## src/rtl/seg7_priority_capture.sv

```systemverilog
// Receive side of the 7-segment priority display link. It synchronises the
// segment bus, waits until the pattern is stable, then decodes it and reports it once.
module seg7_priority_capture #(
  parameter int unsigned STABLE_CYCLES = 4
) (
  input  logic       clk,
  input  logic       rst,
  input  logic [6:0] seg_in,
  input  logic       none_in,
  input  logic       out_ready,
  output logic       out_valid,
  output logic [2:0] out_index,
  output logic [7:0] out_onehot,
  output logic       out_none,
  output logic       out_error,
  output logic [7:0] out_pattern
);

  typedef enum logic {WAIT, PRESENT} state_t;

  localparam logic [7:0] STABLE_W = 8'(STABLE_CYCLES);

  state_t     state, state_nx;
  logic [7:0] s1, s2, s_prev, cnt, last_rep;
  logic       rep_valid;
  logic       stable, capture;

  logic [2:0] code_idx;
  logic       code_hit;
  logic [2:0] dec_index;
  logic [7:0] dec_onehot;
  logic       dec_none, dec_error;

  // Two-flop synchroniser plus the stability counter on the synchronised value.
  always_ff @(posedge clk or posedge rst) begin
    if (rst) begin
      s1     <= '0;
      s2     <= '0;
      s_prev <= '0;
      cnt    <= '0;
    end else begin
      s1     <= {none_in, seg_in};
      s2     <= s1;
      s_prev <= s2;
      if (s2 != s_prev)
        cnt <= '0;
      else if (cnt < STABLE_W)
        cnt <= cnt + 8'd1;
    end
  end

  assign stable = (s2 == s_prev) && (cnt >= STABLE_W - 8'd1);

  always_comb begin
    code_idx = '0;
    code_hit = 1'b0;
    case (s2[6:0])
      7'b0111111: begin code_idx = 3'd0; code_hit = 1'b1; end
      7'b0000110: begin code_idx = 3'd1; code_hit = 1'b1; end
      7'b1011011: begin code_idx = 3'd2; code_hit = 1'b1; end
      7'b1001111: begin code_idx = 3'd3; code_hit = 1'b1; end
      7'b1100110: begin code_idx = 3'd4; code_hit = 1'b1; end
      7'b1101101: begin code_idx = 3'd5; code_hit = 1'b1; end
      7'b1111101: begin code_idx = 3'd6; code_hit = 1'b1; end
      7'b0000111: begin code_idx = 3'd7; code_hit = 1'b1; end
      default:    begin code_idx = '0;   code_hit = 1'b0; end
    endcase
  end

  always_comb begin
    dec_index  = '0;
    dec_onehot = '0;
    dec_none   = 1'b0;
    dec_error  = 1'b0;
    if (s2[7]) begin
      if (s2[6:0] == 7'd0) dec_none  = 1'b1;
      else                 dec_error = 1'b1;
    end else if (code_hit) begin
      dec_index  = code_idx;
      dec_onehot = 8'd1 << code_idx;
    end else begin
      dec_error = 1'b1;
    end
  end

  always_comb begin
    state_nx = state;
    capture  = 1'b0;
    case (state)
      WAIT: begin
        if (stable && (!rep_valid || s2 != last_rep)) begin
          capture  = 1'b1;
          state_nx = PRESENT;
        end
      end
      PRESENT: begin
        if (out_ready) state_nx = WAIT;
      end
      default: state_nx = WAIT;
    endcase
  end

  // Result registers only move on capture; acceptance clears just out_valid.
  always_ff @(posedge clk or posedge rst) begin
    if (rst) begin
      state       <= WAIT;
      last_rep    <= '0;
      rep_valid   <= 1'b0;
      out_valid   <= 1'b0;
      out_index   <= '0;
      out_onehot  <= '0;
      out_none    <= 1'b0;
      out_error   <= 1'b0;
      out_pattern <= '0;
    end else begin
      state <= state_nx;
      if (capture) begin
        out_valid   <= 1'b1;
        out_index   <= dec_index;
        out_onehot  <= dec_onehot;
        out_none    <= dec_none;
        out_error   <= dec_error;
        out_pattern <= s2;
        last_rep    <= s2;
        rep_valid   <= 1'b1;
      end else if (state == PRESENT && out_ready) begin
        out_valid <= 1'b0;
      end
    end
  end

endmodule

```

## config.mk

```make
export PLATFORM = sky130hd
export DESIGN_NAME = seg7_priority_capture
export DESIGN_NICKNAME = d
export VERILOG_FILES = /design/src/rtl/seg7_priority_capture.sv
export SDC_FILE = /design/constraint.sdc
export NUM_CORES = 1
export LEC_CHECK = 0
export CAP_MARGIN = 20
export CORE_MARGIN = 8
export CORE_UTILIZATION = 40
export DETAILED_ROUTE_END_ITERATION = 10
export GPL_TIMING_DRIVEN = 0
export SLEW_MARGIN = 25
export SYNTH_ARGS = -nofsm -noshare
export SYNTH_HDL_FRONTEND = slang
export SYNTH_SLANG_ARGS = --single-unit
```

## constraint.sdc

```tcl
create_clock -name clk -period 1.83 [get_ports clk]
set_input_delay 0.366 -clock clk [delete_from_list [all_inputs] [get_ports clk]]
set_output_delay 0.366 -clock clk [all_outputs]
set_load 0.02 [all_outputs]
```

==> summary.txt, run 1 <==
Run status
  • Run status: finished, violations left
  • Failing checks: negative setup slack

Route
  • Final wirelength: 4.493 mm
  • Remaining DRCs: 0
  • Drt wl/cell: 14.54 um
  • Antenna-violating nets left: 0
  • Initial DRC Count: 102
  • Via/cell ratio: 4.900
  • Drt first pass iters: 4
  • Routed vias: 1,514

Floorplanning
  • Die Wd: 93.82 um
  • Starting density of the core: 41.16%
  • # rows: 28
  • Die H: 93.82 um
  • Boundary Pins: 33
  • Core area: 0.005886 mm^2
  • Die footprint: 0.008802 mm^2

Finish
  • Layout net count: 245
  • Most frequent cells in the layout: dfrtp_1 (52), clkdlybuf4s50_1 (32), mux2_4 (16)
  • # fillers: 519
  • Ratio of cells with drive above 1 in the final layout: 28.63%
  • Area of the multi-input gates: 952.2 um^2
  • Register area: 0.001406 mm^2
  • Layout Cells excl Fill: 309
  • Ant diodes: 0
  • P&R area growth vs syn: 28.46%
  • Core Util, Final: 52.87%
  • Most common cell after layout, fill and taps aside: dfrtp_1

Logic synthesis
  • Post-synth EDFFs: 0
  • Synth area leaders: dfrtp_1 (58%), mux2_4 (9.9%), xnor2_1 (3.6%)
  • Yosys synthesis warning count: 0
  • Post-synthesis sequential area ratio: 57.85%
  • Mapped cell area: 0.002422 mm^2
  • Yosys cell types: 42
  • Mean Syn Cell Area: 13.53 um^2
  • Async SR Flop Fraction: 100.0%
  • Synth Flop Type: dfrtp_1
  • Yosys reg bits: 56
  • Synth area leader: dfrtp_1
  • Synth Net Count: 191
  • Synth Instances: 179
  • Yosys top cell area share: 57.85%

Clock network
  • Total clock sinks: 56
  • # H-tree levels: 2
  • Clock Path Buffers: 2
  • CTS buffer count: 5
  • Root Driver: clkbuf_8
  • CTS tree: done
  • Worst-path clk slew: 100 ps
  • Clk_lat worst skew: 310 ps

Global route
  • Vias in the first global route: 1,474
  • First-pass GRT wire length: 7.500 mm
  • Number of antenna violations at the first check in global routing: 0
  • Total Routing Usage GR: 10.80%
  • Largest net degree at the start of global routing: 32
  • Total grt overflow: 0

Placed design
  • RePlAce Congestion: 0.7169
  • Placed wire-length estimate: 3.131 mm
  • Placed cell count: 287
  • Buffers on Ports: 32

Worst setup path
  • Crit. End Element: flop
  • Worst setup path startpoint: s2[7]
  • CP Class: flop to flop
  • RR Startpoint: s2[7]
  • CP Launch Type: flop
  • Worst setup path end: last_rep[6]
  • R2R Path End: last_rep[6]
  • Max FO, Critical Path: 10
  • CP Data Arrival Time: 2180 ps
  • Worst reg2reg setup slack: -140 ps
  • FF-to-FF path depth: 8
  • Req. time, crit path: 2030 ps

Pwr
  • Leak: 0.001401 uW
  • Pwr dens: 688.6 mW/mm^2
  • Peak supply drop: 0.4472 mV

Hold path
  • Min-delay worst type: flop to flop

STA
  • F_max: 506.7 MHz
  • # setup viols final: 21
  • Worst-Margin Slew: 597.1 ps
  • RSZ-0062 raised after global routing: yes
  • Final hold violation count: 0
  • Min Tclk post-route: 1974 ps
  • Slew Limit Headroom: 60.11%
  • Clock skew: 4.797 ps
  • Tcrit/Tclk final: 107.8%
  • Final Slew Violations: 0
  • Final WS setup: -143.5 ps

Run
  • Maxcap violations: 0
==> registers in the layout, indices dropped and copies added, names as in the netlist <==
register    cells
s2              8
out_index       3
out_error       1
s1              8
cnt             8
state           1
out_onehot      8
last_rep        8
out_valid       1
out_none        1
s_prev          8
rep_valid       1
==> worst min path at each step <==
stage / startpoint / end / slack, ps / cells after the start
floorplan: s1[0] / s2[0] / 330 / 0
global placement: s1[4] / s2[4] / 330 / 0
detailed placement: s1[0] / s2[0] / 340 / 0
CTS: s1[7] / s2[7] / 360 / 0
global route: s1[7] / s2[7] / 360 / 0
finish: s1[0] / s2[0] / 360 / 0
==> power by group <==
part / total [uW] / leakage [uW] / switching, uW / internal, uW
sequential: 1280 / 0.000722 / 18.1 / 1260
clock: 695 / 0.0000445 / 422 / 273
combinational: 166 / 0.000635 / 82.4 / 83.2
==> worst max-delay path: stages (launching register included) <==
cell and delay [ps]:
dfrtp_1 400, buf_6 140, xor2_1 150, nor3_1 230, nand4_1 130, and4bb_1 220
buf_6 140, buf_12 150, mux2_4 300
==> cell usage after synthesis (3+ instances only) <==
master / n
dfrtp_1: 56
mux2_4: 16
nor2_1: 10
xnor2_1: 10
xor2_1: 8
nor3_1: 7
and2_1: 5
buf_2: 4
buf_6: 4
inv_1: 4
mux2_2: 4
nand2_1: 4
a21o_1: 3
nand4_1: 3
nor2b_1: 3
nor3b_1: 3
nor4bb_1: 3
==> metal layers <==
metal / routed length (um) / GRT usage (%)
met1: 2206 / 14.81
met5: 0 / 0
met2: 1964 / 15.58
met3: 263 / 3.757
met4: 59 / 3.170
==> final cells by class <==
cell class	instances	area share, %
Buffer	11	3.378
Clock inverter	3	0.6836
Inverter	4	0.6031
Tap cell	75	3.016
Timing Repair Buffer	47	14.31
Sequential cell	56	45.20
Multi-Input combinational cell	108	30.60
Clock buffer	5	2.212
==> stage by stage <==
step           hold slack (ps)  power (uW)  setup TNS (ps)  worst slack, ps  area [um^2]
4_1_cts                  361.3        2158           -2926           -165.4         3093
3_3_place_gp             333.0        1444           -6026           -318.1         2860
5_1_grt                  364.6        2229           -5296           -257.2         3112
3_5_place_dp             337.8        1452           -6088           -313.9         2880
2_1_floorplan            331.2        1397          -85.77           -6.657         2446
6_report                 356.8        2143           -2543           -143.5         3112
==> cells by family after synthesis <==
group	Yosys count	synth area share [%]
AOI/OAI and AO/OA	13	3.874
xor gates and xnor gates	18	6.508
adders and majority gates	1	0.5164
buffers and inverters	15	4.597
DFF	56	57.85
muxes	22	12.60
and+or+nand+nor	54	14.05
==> repair_timing <==
| action | CTS | global route |
|---|---|---|
| setup buffers | 14 | 0 |
| pin swaps | 5 | 0 |
| hold buffers | 0 | 0 |
| setup endpoints to repair | 24 | 24 |
| gates resized for setup | 5 | 2 |
No activity file was read; power rests on OpenSTA's default activity.
==> run 2, diff against run 1 <==
--- a/config.mk
+++ b/config.mk
@@ -14,3 +14,4 @@
 export SYNTH_ARGS = -nofsm -noshare
 export SYNTH_HDL_FRONTEND = slang
 export SYNTH_SLANG_ARGS = --single-unit
+export TNS_END_PERCENT = 1
==> run 2 against run 1 <==
The run still ends with negative setup slack left. Clock-buffer cell count unchanged. Sequential share of layout area fell by 1.1 points. Cell count shrank 0.32%. Global-route usage up 0.31 points. Die area unchanged. Sequential power hardly changed. Clock skew is 11 ps higher. Critical path depth is the same. Largest cell class unchanged. Highest routed layer unchanged.
==> summary.txt, run 2 (synthesis results as in run 1) <==
Worst setup path
  • Worst reg2reg setup slack: -160 ps
  • Crit. End Element: flop
  • Max FO, Critical Path: 7
  • RR Startpoint: s2[0]
  • CP Launch Type: flop
  • Worst setup path end: last_rep[3]
  • Crit-path cells: buf_4 > xnor2_2 > nand4_1 > nor2_2 > and4bb_1 > buf_6 > clkbuf_16 > mux2_4
  • CP Data Arrival Time: 2190 ps
  • Req. time, crit path: 2030 ps
  • Worst setup path startpoint: s2[0]
  • FF-to-FF path depth: 8
  • CP Class: flop to flop
  • Largest stage delay, worst path: 400 ps
  • R2R Path End: last_rep[3]
  • CP max stage cell: dfrtp_1

Finish
  • Most frequent cells in the layout: dfrtp_1 (51), clkdlybuf4s50_1 (32), mux2_4 (16)
  • P&R area growth vs syn: 31.77%
  • Ant diodes: 0
  • Layout Cells excl Fill: 308
  • Most common cell after layout, fill and taps aside: dfrtp_1
  • Ratio of cells with drive above 1 in the final layout: 29.61%
  • Core Util, Final: 54.23%
  • Layout net count: 244

STA
  • Tcrit/Tclk final: 108.6%
  • # setup viols final: 23
  • Clock skew: 15.71 ps
  • Hold WS: 346.7 ps
  • Final hold violation count: 0
  • Setup TNS: -2882 ps
  • Slew Limit Headroom: 70.31%
  • Final Slew Violations: 0
  • Min Tclk post-route: 1987 ps
  • RSZ-0062 raised after global routing: yes
  • Worst-Margin Slew: 440.5 ps
  • F_max: 503.2 MHz
  • Final WS setup: -157.1 ps

Clock network
  • # H-tree levels: 2
  • CTS buffer count: 5
  • Root Driver: clkbuf_8
  • Clock Path Buffers: 2
  • Clk_lat worst skew: 320 ps
  • CTS tree: done
  • Total clock sinks: 56
  • Worst-path clk slew: 110 ps
  • CTS Hold Buffers Added: 0

Global route
  • Number of antenna violations at the first check in global routing: 0
  • Largest net degree at the start of global routing: 24
  • Total Routing Usage GR: 11.11%
  • First-pass GRT wire length: 7.679 mm
  • Total grt overflow: 0
  • Vias in the first global route: 1,531

Floorplanning
  • Die H: 93.82 um
  • Die footprint: 0.008802 mm^2
  • Die Wd: 93.82 um
  • Starting density of the core: 41.16%
  • Boundary Pins: 33
  • # rows: 28
  • Core area: 0.005886 mm^2

Run status
  • Run status: finished, violations left
  • Failing checks: negative setup slack

Route
  • Remaining DRCs: 0
  • Routed vias: 1,520
  • Drt wl/cell: 15.32 um
  • Final wirelength: 4.718 mm
  • Via/cell ratio: 4.935
  • Initial DRC Count: 83
  • Drt first pass iters: 4
  • Antenna-violating nets left: 0

Placed design
  • Buffers on Ports: 32
  • RePlAce Congestion: 0.7390
  • Placed wire-length estimate: 3.174 mm
  • Placed cell count: 288

Pwr
  • Leak: 0.001427 uW
  • Peak supply drop: 0.3636 mV
  • Pwr dens: 669.6 mW/mm^2

Run
  • Maxcap violations: 0

Hold path
  • Min-delay worst type: flop to flop
## run 2: cell count changes in the layout (fill, tap and decap cells not counted), moves of 2 or more
cell,previous run,this run
buf_16,0,2
buf_4,14,9
clkbuf_16,0,2
xnor2_2,1,3
## run 2: critical path: cells and delay by family, from the launching register on
| family | cells | cell delay, ps |
|---|---|---|
| xor gates and xnor gates | 1 | 130 |
| buffers and inverters | 3 | 490 |
| DFF | 1 | 400 |
| muxes | 1 | 290 |
| and+or+nand+nor | 3 | 570 |
## run 2: worst min path at each step
stage          start    end  slack (ps)  cells past startpoint
2_1_floorplan  s1[0]  s2[0]         330                      0
3_5_place_dp   s1[1]  s2[1]         330                      0
4_1_cts        s1[1]  s2[1]         350                      0
3_3_place_gp   s1[1]  s2[1]         330                      0
5_1_grt        s1[7]  s2[7]         360                      0
6_report       s1[1]  s2[1]         350                      0
## run 2: stage by stage
step / total power [uW] / area (um^2) / setup slack, ps
floorplan: 1397 / 2445 / -28.11
global placement: 1444 / 2859 / -330.9
detailed placement: 1461 / 2914 / -334.1
CTS: 2163 / 3023 / -224.1
global route: 2226 / 3192 / -284.6
finish: 2137 / 3192 / -157.1
## run 2: cell type report
cell class | instances | area (um^2)
Buffer | 11 | 112.6
Clock buffer | 5 | 68.82
Clock inverter | 3 | 21.27
Fill cell | 523 | 2694
Inverter | 4 | 18.77
Multi-Input combinational cell | 108 | 964.7
Sequential cell | 56 | 1408
Tap cell | 75 | 93.84
Timing Repair Buffer | 46 | 504.2
## run 2: power breakdown
| part | total (uW) | internal (uW) | leakage [uW] | switching, uW |
|---|---|---|---|---|
| Clock | 682 | 272 | 0.0000445 | 409 |
| Sequential | 1280 | 1260 | 0.000721 | 18.4 |
| Combinational | 173 | 87.4 | 0.000662 | 85.7 |
| Total | 2140 | 1620 | 0.00143 | 513 |
## run 2: layer usage
metal / global-route usage [%] / part of all wire (%)
met5: 0 / 0
met4: 5.152 / 1.6
met3: 2.318 / 3.5
met2: 16.39 / 46
met1: 15.20 / 49
## run 2: what timing repair did
action	in CTS	in global routing
endpoints found under the setup margin	24	24
pin swaps	1	9
setup buffers	2	8
gates resized for setup	3	11
cloned	0	2
